`config.mk`:
```
export PLATFORM = sky130hd
export DESIGN_NAME = partition_sweep_err
export DESIGN_NICKNAME = d
export VERILOG_FILES = /design/src/rtl/partition_sweep_err.sv
export SDC_FILE = /design/constraint.sdc
export NUM_CORES = 1
export LEC_CHECK = 0
export BUFFER_PORTS_ARGS = -buffer_cell sky130_fd_sc_hd__buf_2
export CORE_MARGIN = 2
export CORE_UTILIZATION = 45
export CTS_BUF_LIST = sky130_fd_sc_hd__clkbuf_4
export CTS_CLUSTER_DIAMETER = 50
export DETAILED_ROUTE_END_ITERATION = 8
export PLACE_DENSITY = 0.76
export SLEW_MARGIN = 30
export SYNTH_ARGS = -nofsm -noshare
export SYNTH_HDL_FRONTEND = slang
export SYNTH_SLANG_ARGS = --single-unit
```
`constraint.sdc`:
```
create_clock -name clk -period 2.4 [get_ports clk]
set_input_delay 0.24 -clock clk [delete_from_list [all_inputs] [get_ports clk]]
set_output_delay 0.24 -clock clk [all_outputs]
set_load 0.05 [all_outputs]
```
`src/rtl/partition_sweep_err.sv`:
```
// Exhaustive sweep-and-score engine: walks every input vector of one partition,
// comparing exact and approximate outputs and accumulating error metrics.
module partition_sweep_err #(
    parameter int unsigned NI = 7,
    parameter int unsigned NO = 4
) (
    input  logic                          clk,
    input  logic                          rst,
    input  logic                          start,
    output logic [NI-1:0]                 pi_out,
    input  logic [NO-1:0]                 po_exact,
    input  logic [NO-1:0]                 po_approx,
    output logic                          busy,
    output logic                          done,
    output logic [NI:0]                   mismatch_cnt,
    output logic [NI+$clog2(NO+1)-1:0]    hamming_sum,
    output logic [NI+NO-1:0]              abs_err_sum,
    output logic [NO-1:0]                 max_abs_err
);

    localparam int unsigned MW  = NI + 1;
    localparam int unsigned PCW = $clog2(NO + 1);
    localparam int unsigned HW  = NI + PCW;
    localparam int unsigned AW  = NI + NO;
    localparam int unsigned DW  = NO + 1;

    typedef enum logic [1:0] {
        S_IDLE    = 2'd0,
        S_APPLY   = 2'd1,
        S_CAPTURE = 2'd2,
        S_FINISH  = 2'd3
    } state_t;

    state_t            state_q, state_d;
    logic [NI-1:0]     pi_q, pi_d;
    logic              busy_q, busy_d;
    logic              done_q, done_d;
    logic [MW-1:0]     mismatch_q, mismatch_d;
    logic [HW-1:0]     hamming_q, hamming_d;
    logic [AW-1:0]     abs_sum_q, abs_sum_d;
    logic [NO-1:0]     max_err_q, max_err_d;

    logic [NO-1:0]     xor_w;
    logic [DW-1:0]     diff_w;
    logic [NO-1:0]     abs_err_w;
    logic [PCW-1:0]    pop_w;

    // Per-vector error terms; only folded into the sums in CAPTURE.
    always_comb begin
        xor_w     = po_exact ^ po_approx;
        diff_w    = DW'(po_exact) - DW'(po_approx);
        abs_err_w = diff_w[NO] ? NO'(-diff_w) : NO'(diff_w);
        pop_w     = '0;
        for (int i = 0; i < int'(NO); i++) begin
            pop_w = pop_w + PCW'(xor_w[i]);
        end
    end

    always_comb begin
        state_d    = state_q;
        pi_d       = pi_q;
        busy_d     = 1'b0;
        done_d     = 1'b0;
        mismatch_d = mismatch_q;
        hamming_d  = hamming_q;
        abs_sum_d  = abs_sum_q;
        max_err_d  = max_err_q;
        case (state_q)
            S_IDLE: begin
                if (start) begin
                    mismatch_d = '0;
                    hamming_d  = '0;
                    abs_sum_d  = '0;
                    max_err_d  = '0;
                    pi_d       = '0;
                    busy_d     = 1'b1;
                    state_d    = S_APPLY;
                end
            end
            S_APPLY: begin
                busy_d  = 1'b1;
                state_d = S_CAPTURE;
            end
            S_CAPTURE: begin
                mismatch_d = mismatch_q + MW'(|xor_w);
                hamming_d  = hamming_q + HW'(pop_w);
                abs_sum_d  = abs_sum_q + AW'(abs_err_w);
                if (abs_err_w > max_err_q) begin
                    max_err_d = abs_err_w;
                end
                // Terminal vector detected explicitly so pi never wraps.
                if (pi_q == '1) begin
                    done_d  = 1'b1;
                    state_d = S_FINISH;
                end else begin
                    pi_d    = pi_q + NI'(1);
                    busy_d  = 1'b1;
                    state_d = S_APPLY;
                end
            end
            S_FINISH: begin
                state_d = S_IDLE;
            end
            default: begin
                state_d = S_IDLE;
            end
        endcase
    end

    always_ff @(posedge clk or posedge rst) begin
        if (rst) begin
            state_q    <= S_IDLE;
            pi_q       <= '0;
            busy_q     <= 1'b0;
            done_q     <= 1'b0;
            mismatch_q <= '0;
            hamming_q  <= '0;
            abs_sum_q  <= '0;
            max_err_q  <= '0;
        end else begin
            state_q    <= state_d;
            pi_q       <= pi_d;
            busy_q     <= busy_d;
            done_q     <= done_d;
            mismatch_q <= mismatch_d;
            hamming_q  <= hamming_d;
            abs_sum_q  <= abs_sum_d;
            max_err_q  <= max_err_d;
        end
    end

    assign pi_out       = pi_q;
    assign busy         = busy_q;
    assign done         = done_q;
    assign mismatch_cnt = mismatch_q;
    assign hamming_sum  = hamming_q;
    assign abs_err_sum  = abs_sum_q;
    assign max_abs_err  = max_err_q;

endmodule

```
==> results of run 1 <==
==> cells in the mapped netlist, types with 2 or more instances <==
master    count
nand4_1       5
and2_1        3
o31ai_1       5
xor2_1        2
nand2b_1      2
and3_1        2
a21o_1        2
o21ai_0      27
inv_1        21
o21a_1        2
buf_2         2
clkbuf_1      3
ha_1         17
dfrtp_1      44
nor2b_1       2
a21oi_1       6
fa_1          5
nand2_1      25
a32o_1        5
xnor2_1       8
o211ai_1      5
mux2i_1       4
a22o_1        5
a31oi_1       4
nor2_1       12
nand3_1      16
o21bai_1      2
==> per-stage QoR <==
step                hold WS, ns  setup TNS, ns  worst slack, ns  util [%]
finish                 -0.00467          -1.97           -0.241      61.8
global route             0.0655          -2.93           -0.329      61.8
CTS                     0.00942          -1.05           -0.184      60.1
detailed placement        0.419          -8.02           -0.695      56.4
global placement          0.407          -6.72           -0.596      56.4
floorplan                 0.411          -2.59           -0.316         -
==> area by class of cell <==
class / instances / area share, %
clock buffer: 6 / 1.34
clock inverter: 2 / 0.335
inverter: 21 / 2.72
multi-input combinational: 180 / 45.1
sequential: 44 / 32.8
tap: 72 / 2.68
timing repair buffer: 83 / 15.1
==> cells by family (layout without fill, tap and decap cells) <==
group                      Yosys count  after routing
AOI/OAI and AO/OA                   66             66
xor gates and xnor gates            10             10
adders and majority gates           22             22
buffers and inverters               27            112
DFF                                 44             44
muxes                                5              5
and+or+nand+nor                     77             77
==> worst min-delay path, delay by kind of cell <==
family | cells | cell delay, ns
buf+inv | 3 | 0.59
==> power by group <==
part / internal [uW] / switching, uW / total [uW] / leakage [uW]
Sequential: 905 / 189 / 1090 / 0.000593
Combinational: 870 / 1400 / 2270 / 0.00104
Clock: 123 / 243 / 366 / 0.0000293
Total: 1900 / 1830 / 3730 / 0.00167
==> final timing paths <==
kind | from | to
worst max-delay path | po_exact[0] | max_abs_err[1]
worst min-delay path | rst | mismatch_cnt[3]
max in group asynchronous | rst | hamming_sum[0]
worst max register to register | hamming_sum[0] | hamming_sum[8]
min in group clk | start | busy
worst min register to register | abs_err_sum[10] | abs_err_sum[10]
==> state kept, by name, summed over array words and instances, names as in the netlist <==
| name | cells |
|---|---|
| hamming_sum | 10 |
| mismatch_cnt | 8 |
| state_q | 2 |
| abs_err_sum | 11 |
| busy | 1 |
| done | 1 |
| pi_out | 7 |
| max_abs_err | 4 |
==> timing repair <==
item	CTS	global route
pin swaps	5	19
buffers inserted	6	4
cloned	0	0
gates resized for setup	17	17
setup endpoints to repair	11	12
==> placed cells by master (no fill, tap or decap), types with 2 or more instances in the layout <==
master    synthesis  layout
o31ai_1           5       3
xnor2_2           0       2
nor2b_4           0       2
inv_1            21      16
nor2_2            0       2
nor2_1           12      10
xnor2_1           8       6
nand3_2           1       5
a21oi_2           0       2
nand3_1          16      12
nand2b_1          2       2
o21ai_0          27      18
o21a_1            2       2
o21ai_1           0       8
and2_1            3       2
o211ai_1          5       5
ha_1             17      11
a31oi_1           4       3
a32o_1            5       5
mux2i_1           4       4
xor2_1            2       2
dfrtp_1          44      43
inv_2             0       4
clkbuf_4          0       6
a21oi_1           6       3
buf_4             0      30
and3_1            2       2
buf_2             2      51
fa_2              0       4
a21o_1            2       2
a22o_1            5       5
nand4_1           5       5
nand2_1          25      25
ha_4              0       6
==> per-layer routing <==
| layer | up-vias | part of all wire [%] | GRT usage (%) |
|---|---|---|---|
| met5 | - | 0 | 0 |
| met1 | 1069 | 44 | 27.7 |
| met4 | 0 | 1.0 | 6.32 |
| met2 | 64 | 49 | 34.6 |
| met3 | 4 | 6.8 | 4.71 |
| li1 | 1074 | - | - |
==> results.sh, run 1 <==
export IMPL_die_height_um=78.5
export IMPL_async_flop_share_pct=100
export IMPL_drc=0
export IMPL_worst_path_stages=14
export IMPL_htreeDepth=2
export IMPL_p_leak_uw=0.00167
export IMPL_setup_viol=12
export IMPL_crit_fanout=4
export IMPL_finalPower_uw=3730
export IMPL_drive_gt1_share_pct=39.3
export IMPL_whs_ns=-0.00467
export IMPL_numCtsBuffers=5
export IMPL_globalRouteOverflowTotal=0
export IMPL_synth_simple_area_share_pct=16.1
export IMPL_cp_arrival_ns=2.90
export IMPL_hpwl_um=4160
export IMPL_avgSynthCellArea_um2=9.95
export IMPL_fmax_mhz=379
export IMPL_core_area_um2=5440
export IMPL_final_nets=368
export IMPL_cts_tree="built"
export IMPL_dp_cells=392
export IMPL_dieWidth_um=78.5
export IMPL_start_kind="input port"
export IMPL_cpPeakStageDelay_ns=0.59
export IMPL_maxCapViolations=0
export IMPL_synth_edf_count=0
export IMPL_gp_routability_congestion=0.857
export IMPL_regArea_um2=1100
export IMPL_ys_flop_type="dfrtp_1"
export IMPL_worstPathCellList="buf_8 > inv_12 > ha_4 > inv_2 > fa_2 > inv_2 > ha_4 > mux2_4 > ha_4 > nor2b_4 > o21a_1 > o21ai_2 > a211o_1 > a32o_1"
export IMPL_cts_sinks=44
export IMPL_min_period_ns=2.64
export IMPL_slowest_stage="fa_2"
export IMPL_synth_fp_nets=284
export IMPL_multiInputGateArea_um2=1520
export IMPL_placed_area_um2=3070
export IMPL_gr_usage_all_layers_pct=21.0
export IMPL_fin_skew_ns=0.00499
export IMPL_grt_pass1_vias=2229
export IMPL_r2r_cells=10
export IMPL_powerDensity_nw_per_um2=1110
export IMPL_vdd_ir_drop_max_mv=0.872
export IMPL_grt_pass1_wl_um=10300
export IMPL_cts_hold_buf=0
export IMPL_vias=2211
export IMPL_design_die_area_um2=6160
export IMPL_status="complete, but fails checks"
export IMPL_critPathKind="in -> reg"
export IMPL_synth_largest_area_cell="dfrtp_1"
export IMPL_finalMaxSlewViolations=0
export IMPL_synth_top_family_by_area="compound AO/OA/AOI/OAI gates"
export IMPL_slew_headroom_pct=54.6
export IMPL_rsz0062_at_grt="yes"
export IMPL_path_clk_slew_ns=0.13
export IMPL_wl_per_cell_um=15.2
export IMPL_cts_root_buf="clkbuf_4"
export IMPL_fin_cells=408
export IMPL_min_path_type="in -> async"
export IMPL_fin_ws_ns=-0.241
export IMPL_via_per_inst=5.42
export IMPL_antenna_found_initial=0
export IMPL_syn_to_final_growth_pct=34.7
export IMPL_violations="negative hold slack, negative setup slack"
export IMPL_netlist_instances=251
export IMPL_end_kind="flip-flop"
export IMPL_insertion_delay_ns=0.36
export IMPL_start_util_pct=45.9
export IMPL_drt_iter0_markers=103
export IMPL_synth_seq_cells=44
export IMPL_yosys_warnings=0
export IMPL_cp_common_cell="ha_4"
export IMPL_cp_required_ns=2.66
export IMPL_tightest_slew_ns=0.679
export IMPL_crit_family="adder cells"
export IMPL_io_pins=53
export IMPL_antenna_cells=0
export IMPL_synth_top_area_share_pct=44.1
export IMPL_fill_cells=441
export IMPL_critPathBufInv=4
export IMPL_fin_crit_sh_pct=110
export IMPL_synth_area_leaders="dfrtp_1 (44%), ha_1 (8.5%), o21ai_0 (5.4%)"
export IMPL_synth_compound_area_share_pct=17.2
export IMPL_drt_wl_total_um=6210
export IMPL_grt_max_degree=45
export IMPL_r2r_slack_ns=0.12
export IMPL_rows=27
export IMPL_seq_area_frac_synth_pct=44.1
export IMPL_firstDrtPassIters=4
export IMPL_synth_cell_area_um2=2500
export IMPL_hold_viol=4
export IMPL_fin_area_um2=3360
export IMPL_ys_types=42
export IMPL_yosys_area_share_adder_pct=12.5
export IMPL_synth_area_mux_share_pct=2.05
export IMPL_ant_nets=0
export IMPL_io_buffers=52
export IMPL_synth_xor_xnor_area_share_pct=3.51
export IMPL_cts_buffer_depth=2
(Power assumes the default switching activity.)
==> run 2, diff against run 1 <==
==> constraint.sdc (replaced) <==
create_clock -name clk -period 2.4 [get_ports clk]
set_input_delay 0.36 -clock clk [delete_from_list [all_inputs] [get_ports clk]]
set_output_delay 0.36 -clock clk [all_outputs]
set_load 0.05 [all_outputs]
==> results.sh, run 2 (same netlist as run 1, synthesis figures left out) <==
export IMPL_core_area_um2=5440
export IMPL_layout_common_cells="buf_2 (51), dfrtp_1 (43), buf_4 (29)"
export IMPL_min_path_cells=3
export IMPL_r2r_slack_ns=0.16
export IMPL_rows=27
export IMPL_finalMaxSlewViolations=0
export IMPL_final_common_cell="buf_2"
export IMPL_ant_nets=0
export IMPL_fin_cells=408
export IMPL_dp_cells=394
export IMPL_vias=2218
export IMPL_hpwl_um=4330
export IMPL_cts_root_buf="clkbuf_4"
export IMPL_start_kind="input port"
export IMPL_powerDensity_nw_per_um2=1150
export IMPL_rsz0062_at_grt="yes"
export IMPL_critPathKind="in -> reg"
export IMPL_drive_gt1_share_pct=37.5
export IMPL_drc=0
export IMPL_htreeDepth=2
export IMPL_cp_arrival_ns=2.92
export IMPL_reg2reg_from="hamming_sum[0]"
export IMPL_finalPower_uw=3850
export IMPL_numCtsBuffers=5
export IMPL_design_die_area_um2=6160
export IMPL_placed_area_um2=3070
export IMPL_globalRouteMet3Util_pct=4.37
export IMPL_crit_fanout=4
export IMPL_p_leak_uw=0.00166
export IMPL_dieWidth_um=78.5
export IMPL_holdCritStartpoint="start"
export IMPL_hold_end="busy"
export IMPL_fmax_mhz=377
export IMPL_cts_tree="built"
export IMPL_vdd_ir_drop_max_mv=0.931
export IMPL_hold_viol=0
export IMPL_fin_crit_sh_pct=111
export IMPL_r2r_cells=10
export IMPL_gr_usage_all_layers_pct=20.8
export IMPL_violations="negative setup slack"
export IMPL_drt_iter0_markers=148
export IMPL_die_height_um=78.5
export IMPL_status="complete, but fails checks"
export IMPL_tightest_slew_ns=0.658
export IMPL_globalRouteOverflowTotal=0
export IMPL_preCtsSetupSlack_ns=-0.816
export IMPL_r2r_end="hamming_sum[8]"
export IMPL_start_util_pct=45.9
export IMPL_wl_per_cell_um=14.9
export IMPL_setup_viol=12
export IMPL_use_met1_pct=26.2
export IMPL_whs_ns=0.321
export IMPL_min_path_type="in -> reg"
export IMPL_cts_sinks=44
export IMPL_fin_area_um2=3340
export IMPL_grtUsageMet2_pct=35.7
export IMPL_grt_pass1_wl_um=10200
export IMPL_fin_ws_ns=-0.255
export IMPL_drt_wl_total_um=6100
export IMPL_top_usage_layer="met2"
export IMPL_min_period_ns=2.65
export IMPL_fin_skew_ns=0.00755
export IMPL_end_kind="flip-flop"
export IMPL_antenna_found_initial=0
export IMPL_final_nets=368
export IMPL_slew_headroom_pct=56.0
export IMPL_cts_buffer_depth=2
export IMPL_grt_pass1_vias=2187
export IMPL_cp_required_ns=2.67
export IMPL_path_clk_slew_ns=0.14
export IMPL_grt_max_degree=21
export IMPL_insertion_delay_ns=0.36
export IMPL_firstDrtPassIters=5
export IMPL_maxCapViolations=0
export IMPL_antenna_cells=0
export IMPL_largest_register_ffs=11
export IMPL_syn_to_final_growth_pct=33.9
export IMPL_io_pins=53
export IMPL_via_per_inst=5.44
export IMPL_gp_routability_congestion=0.857
export IMPL_io_buffers=52
-- run 2: metrics by stage --
stage          utilization, %  setup TNS, ns
6_report                 61.5          -1.77
5_1_grt                  61.5          -2.82
4_1_cts                  60.7          -2.12
3_5_place_dp             56.5         -10.81
3_3_place_gp             56.5          -8.98
2_1_floorplan               -          -4.07
-- run 2: timing repair --
| item | in CTS | in global routing |
|---|---|---|
| buffers inserted | 5 | 2 |
| setup endpoints to repair | 12 | 15 |
| hold endpoints to repair | 9 | 0 |
| gates resized for setup | 21 | 10 |
| pin swaps | 13 | 8 |
| hold buffers | 1 | 0 |
-- run 2: worst max-delay path by stage --
| stage | endpoint | start | cells past startpoint |
|---|---|---|---|
| 2_1_floorplan | max_abs_err[1] | po_exact[0] | 13 |
| 3_3_place_gp | max_abs_err[2] | po_exact[0] | 14 |
| 3_5_place_dp | max_abs_err[2] | po_exact[0] | 14 |
| 4_1_cts | max_abs_err[0] | po_exact[0] | 14 |
| 5_1_grt | max_abs_err[3] | po_exact[0] | 14 |
| 6_report | max_abs_err[0] | po_exact[0] | 14 |
-- run 2: critical path, stage by stage --
cell and delay, ns:
buf_8 0.11, inv_12 0.04, ha_4 0.11, inv_2 0.03, fa_1 0.40, a21oi_1 0.16
o21bai_1 0.14, mux2_4 0.38, ha_4 0.28, nor2b_4 0.14, o21a_1 0.14, o21ai_2 0.09
a211o_1 0.31, a32o_1 0.23
-- run 2: routing by layer --
| layer | routed length (um) | part of all wire, % |
|---|---|---|
| met4 | 92 | 1.5 |
| met3 | 239 | 3.9 |
| met1 | 2680 | 44 |
| met5 | 0 | 0 |
| met2 | 3080 | 51 |
-- run 2: cell type report --
class,instances,area [um^2]
clock buffers,5,37.5
clock inverters,3,47.5
fillers,455,2100
inverters,21,91.3
multi-input cells,180,1470
flip-flops and latches,44,1100
well taps,72,90.1
repair buffers,83,509
-- run 2: power breakdown --
| part | switching (uW) | internal, uW |
|---|---|---|
| logic | 1410 | 873 |
| clock network | 255 | 223 |
| registers | 185 | 905 |
| total | 1850 | 2000 |
==> run 3, diff against run 2 <==
REMOVE_ABC_BUFFERS = 1   (was not set)
==> results.sh, run 3 (same netlist as run 1, synthesis figures left out) <==
export IMPL_ant_nets=0
export IMPL_dp_cells=399
export IMPL_r2r_cells=10
export IMPL_fin_cells=414
export IMPL_rsz0062_at_grt="yes"
export IMPL_powerDensity_nw_per_um2=1110
export IMPL_maxCapViolations=0
export IMPL_violations="negative setup slack"
export IMPL_cp_arrival_ns=2.99
export IMPL_antenna_cells=0
export IMPL_final_common_cell="buf_2"
export IMPL_numCtsBuffers=5
export IMPL_cts_root_buf="clkbuf_4"
export IMPL_fin_crit_sh_pct=114
export IMPL_tightest_slew_ns=0.657
export IMPL_hpwl_um=4130
export IMPL_cts_tree="built"
export IMPL_timing_critical_path_from="po_exact[0]"
export IMPL_finalPower_uw=3730
export IMPL_htreeDepth=2
export IMPL_start_kind="input port"
export IMPL_min_period_ns=2.73
export IMPL_status="complete, but fails checks"
export IMPL_die_height_um=78.5
export IMPL_finalMaxSlewViolations=0
export IMPL_insertion_delay_ns=0.36
export IMPL_gp_routability_congestion=0.858
export IMPL_top_layer="met4"
export IMPL_reg2reg_from="hamming_sum[0]"
export IMPL_layout_common_cells="buf_2 (51), dfrtp_1 (44), buf_4 (35)"
export IMPL_drive_gt1_share_pct=39.2
export IMPL_cp_required_ns=2.66
export IMPL_largest_register_ffs=11
export IMPL_vdd_ir_drop_max_mv=0.702
export IMPL_crit_fanout=4
export IMPL_fin_skew_ns=0.00745
export IMPL_drc=0
export IMPL_min_path_type="in -> async"
export IMPL_wl_per_cell_um=14.8
export IMPL_core_area_um2=5440
export IMPL_drt_met1_wl_um=2610
export IMPL_io_pins=53
export IMPL_drt_iter0_markers=92
export IMPL_cts_hold_buf=0
export IMPL_grt_pass1_wl_um=9740
export IMPL_via_per_inst=5.50
export IMPL_r2r_slack_ns=0.12
export IMPL_rows=27
export IMPL_io_buffers=52
export IMPL_critPathKind="in -> reg"
export IMPL_p_leak_uw=0.00168
export IMPL_design_die_area_um2=6160
export IMPL_antenna_found_initial=0
export IMPL_end_kind="flip-flop"
export IMPL_path_clk_slew_ns=0.13
export IMPL_slew_headroom_pct=56.1
export IMPL_dieWidth_um=78.5
export IMPL_gr_usage_all_layers_pct=19.9
export IMPL_firstDrtPassIters=4
export IMPL_r2r_end="hamming_sum[6]"
export IMPL_fin_ws_ns=-0.326
export IMPL_vias=2277
export IMPL_start_util_pct=45.9
export IMPL_syn_to_final_growth_pct=34.8
export IMPL_drt_wl_total_um=6130
export IMPL_routed_wl_met2_um=3130
export IMPL_globalRouteOverflowTotal=0
export IMPL_hold_viol=0
export IMPL_met3_length_um=248
export IMPL_fmax_mhz=367
export IMPL_setup_viol=11
export IMPL_grt_pass1_vias=2111
export IMPL_grt_max_degree=23
export IMPL_final_nets=374
export IMPL_cts_sinks=44
export IMPL_cts_buffer_depth=2
[run 3: power by group]
group / leakage, uW / switching (uW) / internal, uW
logic: 0.00105 / 1410 / 895
clock network: 0.0000324 / 233 / 108
registers: 0.000595 / 185 / 904
[run 3: worst max-delay path by stage]
stage	slack, ns	end	cells past startpoint
CTS	-0.26	max_abs_err[2]	14
finish	-0.33	max_abs_err[2]	15
global placement	-0.74	max_abs_err[1]	15
detailed placement	-0.83	max_abs_err[3]	14
floorplan	-0.56	abs_err_sum[6]	13
global route	-0.40	max_abs_err[0]	15
[run 3: critical path: stages]
cell	delay (ns)
buf_6	0.09
inv_4	0.05
ha_4	0.13
inv_2	0.04
fa_2	0.35
buf_4	0.15
xnor2_2	0.24
a31oi_4	0.12
xnor2_1	0.22
buf_4	0.18
ha_1	0.26
nand4_1	0.11
inv_1	0.07
a211o_1	0.32
a32o_1	0.28
[run 3: cell type report]
class | instances | area (um^2)
clock buffers | 5 | 37.5
flip-flops and latches | 44 | 1100
multi-input cells | 180 | 1490
repair buffers | 89 | 552
clock inverters | 3 | 13.8
well taps | 72 | 90.1
fillers | 449 | 2070
inverters | 21 | 81.3
[run 3: what timing repair did]
action,4_1_cts,5_1_grt
endpoints found under the setup margin,15,17
resized for setup,20,31
buffers inserted,4,5
pin swaps,7,13
gates cloned,0,0
[run 3: stage by stage]
stage / hold slack (ns) / utilization (%) / area [um^2] / worst slack (ns) / setup TNS [ns]
3_5_place_dp: 0.429 / 55.9 / 3040 / -0.826 / -12.10
4_1_cts: 0.0338 / 58.9 / 3200 / -0.263 / -2.28
2_1_floorplan: 0.520 / - / 2460 / -0.561 / -6.99
5_1_grt: 0.0715 / 61.9 / 3370 / -0.405 / -3.20
3_3_place_gp: 0.436 / 55.9 / 3040 / -0.745 / -10.70
6_report: 0.0340 / 61.9 / 3370 / -0.326 / -2.47
[run 3: layer usage]
layer	track usage [%]	vias up
li1	-	1076
met1	25.9	1116
met2	32.7	70
met3	3.45	15
met4	8.60	0
met5	0	-
